File: config.mk
export PLATFORM = sky130hd
export DESIGN_NAME = cipher_uart_tx_flat
export DESIGN_NICKNAME = d
export VERILOG_FILES = /design/src/rtl/cipher_uart_tx_if.sv /design/src/rtl/cipher_uart_tx.sv /design/src/flat_wrapper.sv
export SDC_FILE = /design/constraint.sdc
export NUM_CORES = 1
export LEC_CHECK = 0
export CELL_PAD_IN_SITES_DETAIL_PLACEMENT = 0
export CELL_PAD_IN_SITES_GLOBAL_PLACEMENT = 1
export CORE_MARGIN = 2
export CORE_UTILIZATION = 40
export DETAILED_ROUTE_END_ITERATION = 10
export GPL_ROUTABILITY_DRIVEN = 0
export HOLD_SLACK_MARGIN = 0.05
export MAX_ROUTING_LAYER = met4
export PLACE_DENSITY = 0.64
export SETUP_SLACK_MARGIN = 0.3
export SYNTH_ARGS = -nofsm -noshare
export SYNTH_HDL_FRONTEND = slang
export SYNTH_SLANG_ARGS = --single-unit
File: constraint.sdc
create_clock -name clk -period 3.1 [get_ports clk]
set_clock_uncertainty 0.05 [all_clocks]
set_input_delay 0.62 -clock clk [delete_from_list [all_inputs] [get_ports clk]]
set_output_delay 0.62 -clock clk [all_outputs]
set_load 0.05 [all_outputs]
File: src/rtl/cipher_uart_tx_if.sv
// Byte ingress from the cipher core plus serial line and status back out of the UART egress stage.
// The master modport is the cipher core/firmware side; the slave modport is the transmitter.
interface cipher_uart_tx_if #(
   parameter int DEPTH_LOG2 = 2
);
   logic [7:0]          in_data;
   logic                in_valid;
   logic                clr_overflow;
   logic                tx;
   logic                busy;
   logic [DEPTH_LOG2:0] fifo_level;
   logic                overflow;

   modport master (
      output in_data, in_valid, clr_overflow,
      input  tx, busy, fifo_level, overflow
   );

   modport slave (
      input  in_data, in_valid, clr_overflow,
      output tx, busy, fifo_level, overflow
   );
endinterface

File: src/rtl/cipher_uart_tx.sv
// Ciphertext byte FIFO drained as 8N1 UART frames; tx falls 2 edges after an idle in_valid strobe.
// No backpressure: writes to a full FIFO are dropped and latch the sticky overflow flag.
module cipher_uart_tx #(
   parameter int CLKS_PER_BIT = 16,
   parameter int DEPTH_LOG2   = 2
) (
   input logic             clk,
   input logic             rst,
   cipher_uart_tx_if.slave bus
);
   localparam int                  DEPTH      = 1 << DEPTH_LOG2;
   localparam logic [DEPTH_LOG2:0] FULL_LEVEL = {1'b1, {DEPTH_LOG2{1'b0}}};
   localparam logic [7:0]          BAUD_LAST  = 8'(CLKS_PER_BIT - 1);

   typedef enum logic [1:0] {
      IDLE,
      START,
      DATA,
      STOP
   } state_t;

   state_t                state;
   logic [7:0]            mem [DEPTH];
   logic [DEPTH_LOG2-1:0] wr_ptr;
   logic [DEPTH_LOG2-1:0] rd_ptr;
   logic [DEPTH_LOG2:0]   level;
   logic [7:0]            shift;
   logic [7:0]            baud_cnt;
   logic [2:0]            bit_cnt;
   logic                  tx_r;
   logic                  busy_r;
   logic                  overflow_r;
   logic                  pop;
   logic                  full;
   logic                  wr_en;
   logic                  drop;
   logic                  baud_done;

   // A pop frees a slot in the same cycle, so a write into a full FIFO is still accepted then.
   always_comb begin
      pop       = (state == IDLE) && (level != '0);
      full      = (level == FULL_LEVEL);
      wr_en     = bus.in_valid && (!full || pop);
      drop      = bus.in_valid && full && !pop;
      baud_done = (baud_cnt == BAUD_LAST);
   end

   always_ff @(posedge clk) begin
      if (wr_en) begin
         mem[wr_ptr] <= bus.in_data;
      end
   end

   always_ff @(posedge clk or posedge rst) begin
      if (rst) begin
         wr_ptr     <= '0;
         rd_ptr     <= '0;
         level      <= '0;
         overflow_r <= 1'b0;
      end else begin
         if (wr_en) begin
            wr_ptr <= wr_ptr + 1'b1;
         end
         if (pop) begin
            rd_ptr <= rd_ptr + 1'b1;
         end
         level <= level + {{DEPTH_LOG2{1'b0}}, wr_en} - {{DEPTH_LOG2{1'b0}}, pop};
         if (drop) begin
            overflow_r <= 1'b1;
         end else if (bus.clr_overflow) begin
            overflow_r <= 1'b0;
         end
      end
   end

   always_ff @(posedge clk or posedge rst) begin
      if (rst) begin
         state    <= IDLE;
         shift    <= '0;
         baud_cnt <= '0;
         bit_cnt  <= '0;
         tx_r     <= 1'b1;
         busy_r   <= 1'b0;
      end else begin
         case (state)
            IDLE: begin
               tx_r <= 1'b1;
               if (pop) begin
                  shift    <= mem[rd_ptr];
                  bit_cnt  <= '0;
                  baud_cnt <= '0;
                  tx_r     <= 1'b0;
                  busy_r   <= 1'b1;
                  state    <= START;
               end
            end
            START: begin
               if (baud_done) begin
                  baud_cnt <= '0;
                  tx_r     <= shift[0];
                  state    <= DATA;
               end else begin
                  baud_cnt <= baud_cnt + 8'd1;
               end
            end
            DATA: begin
               if (baud_done) begin
                  baud_cnt <= '0;
                  if (bit_cnt == 3'd7) begin
                     tx_r  <= 1'b1;
                     state <= STOP;
                  end else begin
                     // tx takes the next bit directly so the line changes on the same edge as the shift.
                     shift   <= {1'b0, shift[7:1]};
                     bit_cnt <= bit_cnt + 3'd1;
                     tx_r    <= shift[1];
                  end
               end else begin
                  baud_cnt <= baud_cnt + 8'd1;
               end
            end
            STOP: begin
               if (baud_done) begin
                  baud_cnt <= '0;
                  busy_r   <= 1'b0;
                  state    <= IDLE;
               end else begin
                  baud_cnt <= baud_cnt + 8'd1;
               end
            end
            default: begin
               tx_r   <= 1'b1;
               busy_r <= 1'b0;
               state  <= IDLE;
            end
         endcase
      end
   end

   assign bus.tx         = tx_r;
   assign bus.busy       = busy_r;
   assign bus.fifo_level = level;
   assign bus.overflow   = overflow_r;
endmodule

File: src/flat_wrapper.sv
// flat-port wrapper written by rule: the top's interface ports become plain ports
module cipher_uart_tx_flat 
#(
   parameter int CLKS_PER_BIT = 16,
   parameter int DEPTH_LOG2   = 2
)
  (clk, rst, bus_in_data, bus_in_valid, bus_clr_overflow, bus_tx, bus_busy, bus_fifo_level, bus_overflow);
  cipher_uart_tx_if #(.DEPTH_LOG2(DEPTH_LOG2)) bus_i ();
  input logic clk;
  input logic rst;
  input wire logic [$bits(bus_i.in_data)-1:0] bus_in_data;
  input wire logic [$bits(bus_i.in_valid)-1:0] bus_in_valid;
  input wire logic [$bits(bus_i.clr_overflow)-1:0] bus_clr_overflow;
  output wire logic [$bits(bus_i.tx)-1:0] bus_tx;
  output wire logic [$bits(bus_i.busy)-1:0] bus_busy;
  output wire logic [$bits(bus_i.fifo_level)-1:0] bus_fifo_level;
  output wire logic [$bits(bus_i.overflow)-1:0] bus_overflow;
  assign bus_i.in_data = bus_in_data;
  assign bus_i.in_valid = bus_in_valid;
  assign bus_i.clr_overflow = bus_clr_overflow;
  assign bus_tx = bus_i.tx;
  assign bus_busy = bus_i.busy;
  assign bus_fifo_level = bus_i.fifo_level;
  assign bus_overflow = bus_i.overflow;
  cipher_uart_tx #(.CLKS_PER_BIT(CLKS_PER_BIT), .DEPTH_LOG2(DEPTH_LOG2)) u_core (.clk(clk), .rst(rst), .bus(bus_i));
endmodule
# Word-level counts from Yosys, hierarchy flattened
# Memory sizes are Yosys's and may differ from the RTL's.
# Cells that the tools add are included.
[totals] memories=1 input_bits=12 rom_bits=0 ramBits=32 latch_bits=0 regBits=31
[memory_table] name="u_core.mem" depth=4 word_bits=8 rd=1 rd_clocked_by_memory_dff=0 write_ports=1 line="cipher_uart_tx.sv:23" text="logic [7:0] mem [DEPTH];"
[classes] n_reduce_logical=18 addsub=6 n_mul=0 n_shift=0 order_cmp=0 n_bitwise=0 muxes=29 n_div=0 n_eq_ne=12
[op_table] op="8-bit 2-to-1 mux" n=5
[op_table] op="8-bit case mux with 2 select lines" n=2
[op_table] op="1-bit 2-to-1 mux" n=10
[op_table] op="2-bit 2-to-1 mux" n=5
[op_table] op="2-bit by 1-bit inequality test with 1-bit output, second input constant" n=5
[op_table] op="3-bit 2-to-1 mux" n=3
[op_table] op="8-bit by 1-bit adder with 8-bit output, second input constant" n=1
[op_table] op="8-bit by 4-bit equality test with 1-bit output, second input constant" n=1
[op_table] op="2-bit case mux with 4 select lines" n=1
[op_table] op="3-bit equality test, second input constant" n=2
[op_table] op="3-bit case mux with 2 select lines" n=1
[op_table] op="3-bit AND reduction" n=2
[op_table] op="2-bit nonzero test" n=3
[op_table] op="3-bit nonzero test" n=2
[op_table] op="5-bit AND reduction" n=1
[op_table] op="2-bit by 1-bit adder with 2-bit output, second input constant" n=2
[op_table] op="2-bit equality test, second input constant" n=2
[op_table] op="1-bit logical AND" n=4
[op_table] op="4-bit AND reduction" n=1
[op_table] op="3-bit by 1-bit adder with 3-bit output" n=1
[op_table] op="3-bit by 1-bit adder with 3-bit output, second input constant" n=1
[op_table] op="1-bit case mux with 3 select lines" n=1
[op_table] op="3-bit OR reduction" n=1
[op_table] op="3-bit by 1-bit subtractor with 3-bit output" n=1
[op_table] op="6 further kinds" n=7

# Depth between registers and ports, before layout
[depth] depth_word=6 mapped_depth=11 depth_no_buf=10

# Least setup slack after synthesis
# OpenSTA, ideal clock, no wires.
[synth_timing] path_kind="register -> register" start="register u_core.level[1] (netlist: u_core.bus.fifo_level[1])" end="register u_core.level[2] (netlist: u_core.bus.fifo_level[2])" path_stages_with_launch=9 arrival_time_ns=2.071 slack_ns=0.836 required_ns=2.906 n_path_buf=1 cell_sequence="dfrtp_1 > nor4b_1 > nor2b_1 > clkbuf_1 > ha_1 > inv_1 > fa_1 > xnor2_1 > xnor2_1"
[synth_between] elab_chain_len=6 word_cells_on_any_way=8 classes_between="add/sub: 2; eq/ne: 1; reduce/logical: 5"
[synth_lines] item="start: declaration" line="cipher_uart_tx.sv:26" text="logic [DEPTH_LOG2:0] level;"
[synth_lines] item="start signal: assignment" line="cipher_uart_tx.sv:67" text="level <= level + {{DEPTH_LOG2{1'b0}}, wr_en} - {{DEPTH_LOG2{1'b0}}, pop};"
[synth_lines] item="3-bit equality test or 3-bit nonzero test (tied branches)" line="cipher_uart_tx.sv:42, cipher_uart_tx.sv:41"
[synth_lines] item="1-bit logical NOT or 1-bit logical AND (tied branches)" line="cipher_uart_tx.sv:43, cipher_uart_tx.sv:41"
[synth_lines] item="1-bit logical OR (*)" line="cipher_uart_tx.sv:43" text="wr_en = bus.in_valid && (!full || pop);"
[synth_lines] item="1-bit logical AND (*)" line="cipher_uart_tx.sv:43"
[synth_lines] item="via u_core.wr_en" line="cipher_uart_tx.sv:35" text="logic wr_en;"
[synth_lines] item="3-bit by 1-bit adder with 3-bit output (*)" line="cipher_uart_tx.sv:67"
[synth_lines] item="3-bit by 1-bit subtractor with 3-bit output (*)" line="cipher_uart_tx.sv:67"
# The timed path passes the listed nets; every way through them passes the cells marked *.
# A chain may end at the register's enable or synchronous reset.

# Final worst setup path
[layout_timing] start="register u_core.state[0]" end="register u_core.level[2] (netlist: u_core.bus.fifo_level[2])"
[layout_between] elab_chain_len=6
[layout_lines] item="start: declaration" line="cipher_uart_tx.sv:22" text="state_t state;"
[layout_lines] item="start signal: assignment" line="cipher_uart_tx.sv:78" text="state <= IDLE;"
[layout_lines] item="start signal: assignment" line="cipher_uart_tx.sv:94" text="state <= START;"
[layout_lines] item="start signal: assignment" line="cipher_uart_tx.sv:101" text="state <= DATA;"
[layout_lines] item="2-bit logical NOT (*)" line="cipher_uart_tx.sv:41" text="pop = (state == IDLE) && (level != '0);"
[layout_lines] item="1-bit logical AND (*)" line="cipher_uart_tx.sv:41"
[layout_lines] item="1-bit logical OR" line="cipher_uart_tx.sv:43"
[layout_lines] item="1-bit logical AND" line="cipher_uart_tx.sv:43"
[layout_lines] item="3-bit by 1-bit adder with 3-bit output" line="cipher_uart_tx.sv:67"
[layout_lines] item="3-bit by 1-bit subtractor with 3-bit output (*)" line="cipher_uart_tx.sv:67"
# Mark *: on every way between the ends. The rest lies on a longest branch, timed or not.

==> run_results.csv <==
group,metric,value,unit
cts,numCtsBuffers,9,
logic_synthesis,synth_edf_count,32,
setup_path,rrSetupSlack,0.65,ns
grt,grt_pass1_vias,1707,
sta,timing.setup.tns,0,ns
logic_synthesis,synth_fa_ha_area_frac,0.0621,
logic_synthesis,syn_nets,219,
setup_path,crit_slowest_cell,"dfrtp_1",
min_path,hold_path_end,"u_core.bit_cnt[1]",
pwr,total_power,3290,uW
drt,firstDrtPassIters,4,
logic_synthesis,synth_area,0.00294,mm2
drt,routedWlPerCell,15.7,um
logic_synthesis,synth_cell_types,43,
floorplanning,start_util,0.410,
flow_run,maxCapViolations,0,
logic_synthesis,yosysSeqAreaShare,0.591,
cts,root_buffer,"clkbuf_8",
min_path,hold_depth,1,
placed_design,dp_hpwl,3450,um
drt,ant_nets,0,
cts,htree_levels,3,
setup_path,ff2ff_path_depth,10,
logic_synthesis,synth_compound_gate_area_share,0.0608,
cts,cts_tree,"done",
logic_synthesis,synth_top_flop_cell,"edfxtp_1",
sta,worst_slew_pin_slew,0.570,ns
setup_path,required,3.27,ns
sta,rsz0062_at_grt,"no",
cells_and_area,diodes,0,
floorplanning,io_pins,18,
setup_path,crit_arrival,2.62,ns
setup_path,max_stage_delay,0.42,ns
placed_design,port_buffers,17,
outcome,status,"finished, final reports clean",
cells_and_area,area_growth,13.9,%
drt,first_iter_violations,71,
logic_synthesis,synth_top_family_by_area,"multiplexers",
grt,grt-ovfl-total,0,
logic_synthesis,syn_inst,193,
drt,viasPerCell,5.04,
setup_path,crit_path_max_fanout,13,
logic_synthesis,async_flop_share,0.492,
logic_synthesis,ys_ff_latch,63,
grt,grt_util_all_layers,0.143,
floorplanning,die-area,0.00806,mm2
logic_synthesis,synth-xor-area-share,0.0208,
pwr,leakage,0.00134,uW
setup_path,cp_cell_sequence,"inv_1 > ha_2 > o31ai_1 > nor2_1 > a21o_1 > ha_1 > inv_1 > fa_1 > xnor2_1 > xnor2_1",
setup_path,r2r_end,"u_core.bus.fifo_level[2]",
logic_synthesis,ys_warn_count,0,
cts,cts-hold-fix-buffers,0,
drt,route.detailed.drc,0,
floorplanning,die_y,89.8,um
sta,whs,0.464,ns
cts,clk_path_buf_depth,2,
floorplanning,die_w,89.8,um
setup_path,cp-end-kind,"flip-flop",
floorplanning,fp-row-count,31,
floorplanning,fp.coreArea,0.00718,mm2
setup_path,rr_startpoint,"u_core.state[0]",
sta,setup-violations-final,0,
cts,clk_latency,0.34,ns
grt,grt_max_degree,32,
grt,grt_pass1_wl,8700,um
setup_path,cp_top_family,"adder cells",
logic_synthesis,synth_mux_area_frac,0.151,
grt,antenna_found_initial,0,
logic_synthesis,yosys.area_share.simple,0.0774,
sta,hold_viol,0,
sta,fin_crit,2.45,ns
min_path,holdCritStartpoint,"u_core.bit_cnt[1]",
cells_and_area,nets,241,
sta,slew_headroom,0.620,
cells_and_area,layout.cells.non_filler,319,
cells_and_area,drive_gt1_frac,0.223,
setup_path,path_class,"reg2reg",
setup_path,crit_buf_inv,2,
placed_design,dp.cells,303,
sta,layout_worst_path_cycle_share,0.789,
pwr,power_density,981,mW/mm2
sta,timing.fmax,0.409,GHz
min_path,hp-class,"reg2reg",
cts,clk_pin_slew,0.08,ns
setup_path,critPathLaunchType,"flip-flop",
pwr,vdd_drop_max,0.463,mV
drt,vias,1608,
cts,cts_sinks,63,
drt,wirelength,5020,um
logic_synthesis,avgSynthCellArea,15.2,um2
sta,drv_slew,0,
[placed cells by master, fill, tap and decap left out, drive strengths merged, types with 2 or more instances in the layout]
cell type,count
nand3,2
xnor2,6
nor2b,3
clkbuf,9
mux4,8
edfxtp,32
a22o,3
inv,12
a21oi,3
o21ai,6
nand2,10
ha,13
nand4,2
clkinvlp,2
and3,2
clkinv,2
clkdlybuf4s50,17
o31ai,4
nor2,6
and2,6
mux2,19
nor3,2
dfrtp,30
a31oi,5
[power by group]
group / internal (uW) / switching (uW)
logic: 674 / 622
registers: 1140 / 210
clock network: 298 / 344
total: 2110 / 1180
[metrics by stage]
stage	instance area (um2)	setup WS, ns	util
floorplan	2940	0.836	-
global placement	3170	0.569	0.442
detailed placement	3170	0.458	0.442
CTS	3350	0.460	0.467
global route	3350	0.460	0.467
finish	3350	0.655	0.467
[worst register-to-register path: stages (launching register included)]
cell     delay [ns]
dfrtp_1        0.42
inv_1          0.12
ha_2           0.33
o31ai_1        0.19
nor2_1         0.23
a21o_1         0.12
ha_1           0.15
inv_1          0.06
fa_1           0.38
xnor2_1        0.15
xnor2_1        0.13
[Yosys cell counts (3+ instances only)]
master | number | area (um2)
edfxtp_1 | 32 | 961
dfrtp_1 | 30 | 751
ha_1 | 13 | 163
mux2_2 | 12 | 135
nand2_1 | 10 | 37.5
inv_1 | 9 | 33.8
mux2_4 | 7 | 105
nor2_1 | 6 | 22.5
o21ai_0 | 6 | 30.0
xnor2_1 | 6 | 52.6
a31oi_1 | 5 | 31.3
and2_1 | 5 | 31.3
mux4_1 | 4 | 105
mux4_2 | 4 | 90.1
o31ai_1 | 4 | 30.0
a21oi_1 | 3 | 15.0
a22o_1 | 3 | 26.3
buf_6 | 3 | 33.8
nor2b_1 | 3 | 18.8
[worst max path at each step]
stage                             start  slack (ns)                  endpoint  depth (start not counted)
6_report                u_core.state[0]        0.65  u_core.bus.fifo_level[2]                         10
5_1_grt                 u_core.state[1]        0.46  u_core.bus.fifo_level[2]                         10
4_1_cts                 u_core.state[0]        0.46  u_core.bus.fifo_level[2]                          9
3_5_place_dp               bus_in_valid        0.46  u_core.bus.fifo_level[2]                          7
3_3_place_gp               bus_in_valid        0.57  u_core.bus.fifo_level[2]                          7
2_1_floorplan  u_core.bus.fifo_level[1]        0.84  u_core.bus.fifo_level[2]                          8
[layout make-up]
| cell class | instances | area [um2] |
|---|---|---|
| flip-flops and latches | 63 | 1740 |
| inverters | 9 | 33.8 |
| clock inverters | 7 | 55.1 |
| well taps | 99 | 124 |
| fillers | 633 | 3820 |
| multi-input cells | 114 | 1100 |
| clock buffers | 9 | 124 |
| repair buffers | 18 | 178 |
[cells by family (layout without fill, tap and decap cells)]
logic type / after synthesis / in the layout
adder cells (fa/ha/maj): 14 / 14
buffers and inverters: 16 / 43
multiplexers: 28 / 28
AO/OA/AOI/OAI: 25 / 25
AND/OR/NAND/NOR: 40 / 40
XOR/XNOR: 7 / 7
flip-flops: 63 / 63
[registers in the layout, summed over array words and instances (netlist names)]
signal	flops
u_core.bus.overflow	1
u_core.wr_ptr	2
u_core.baud_cnt	8
u_core.bus.busy	1
u_core.mem	32
u_core.bus.fifo_level	3
u_core.state	2
u_core.shift	8
u_core.rd_ptr	2
u_core.bus.tx	1
u_core.bit_cnt	3
[timing repair]
item | in CTS | in global routing
hold endpoints to repair | 0 | 0
buffers inserted | 0 | 0
setup endpoints to repair | 0 | 1
resized for setup | 0 | 2
[routing by layer]
layer / routed length [um] / global-route usage / vias up
met2: 2460 / 0.222 / 23
met5: 0 / - / -
met4: 48 / 0.0500 / 0
li1: - / - / 768
met3: 165 / 0.0436 / 4
met1: 2340 / 0.179 / 813
Note: power is estimated with default switching activity, not from simulation.
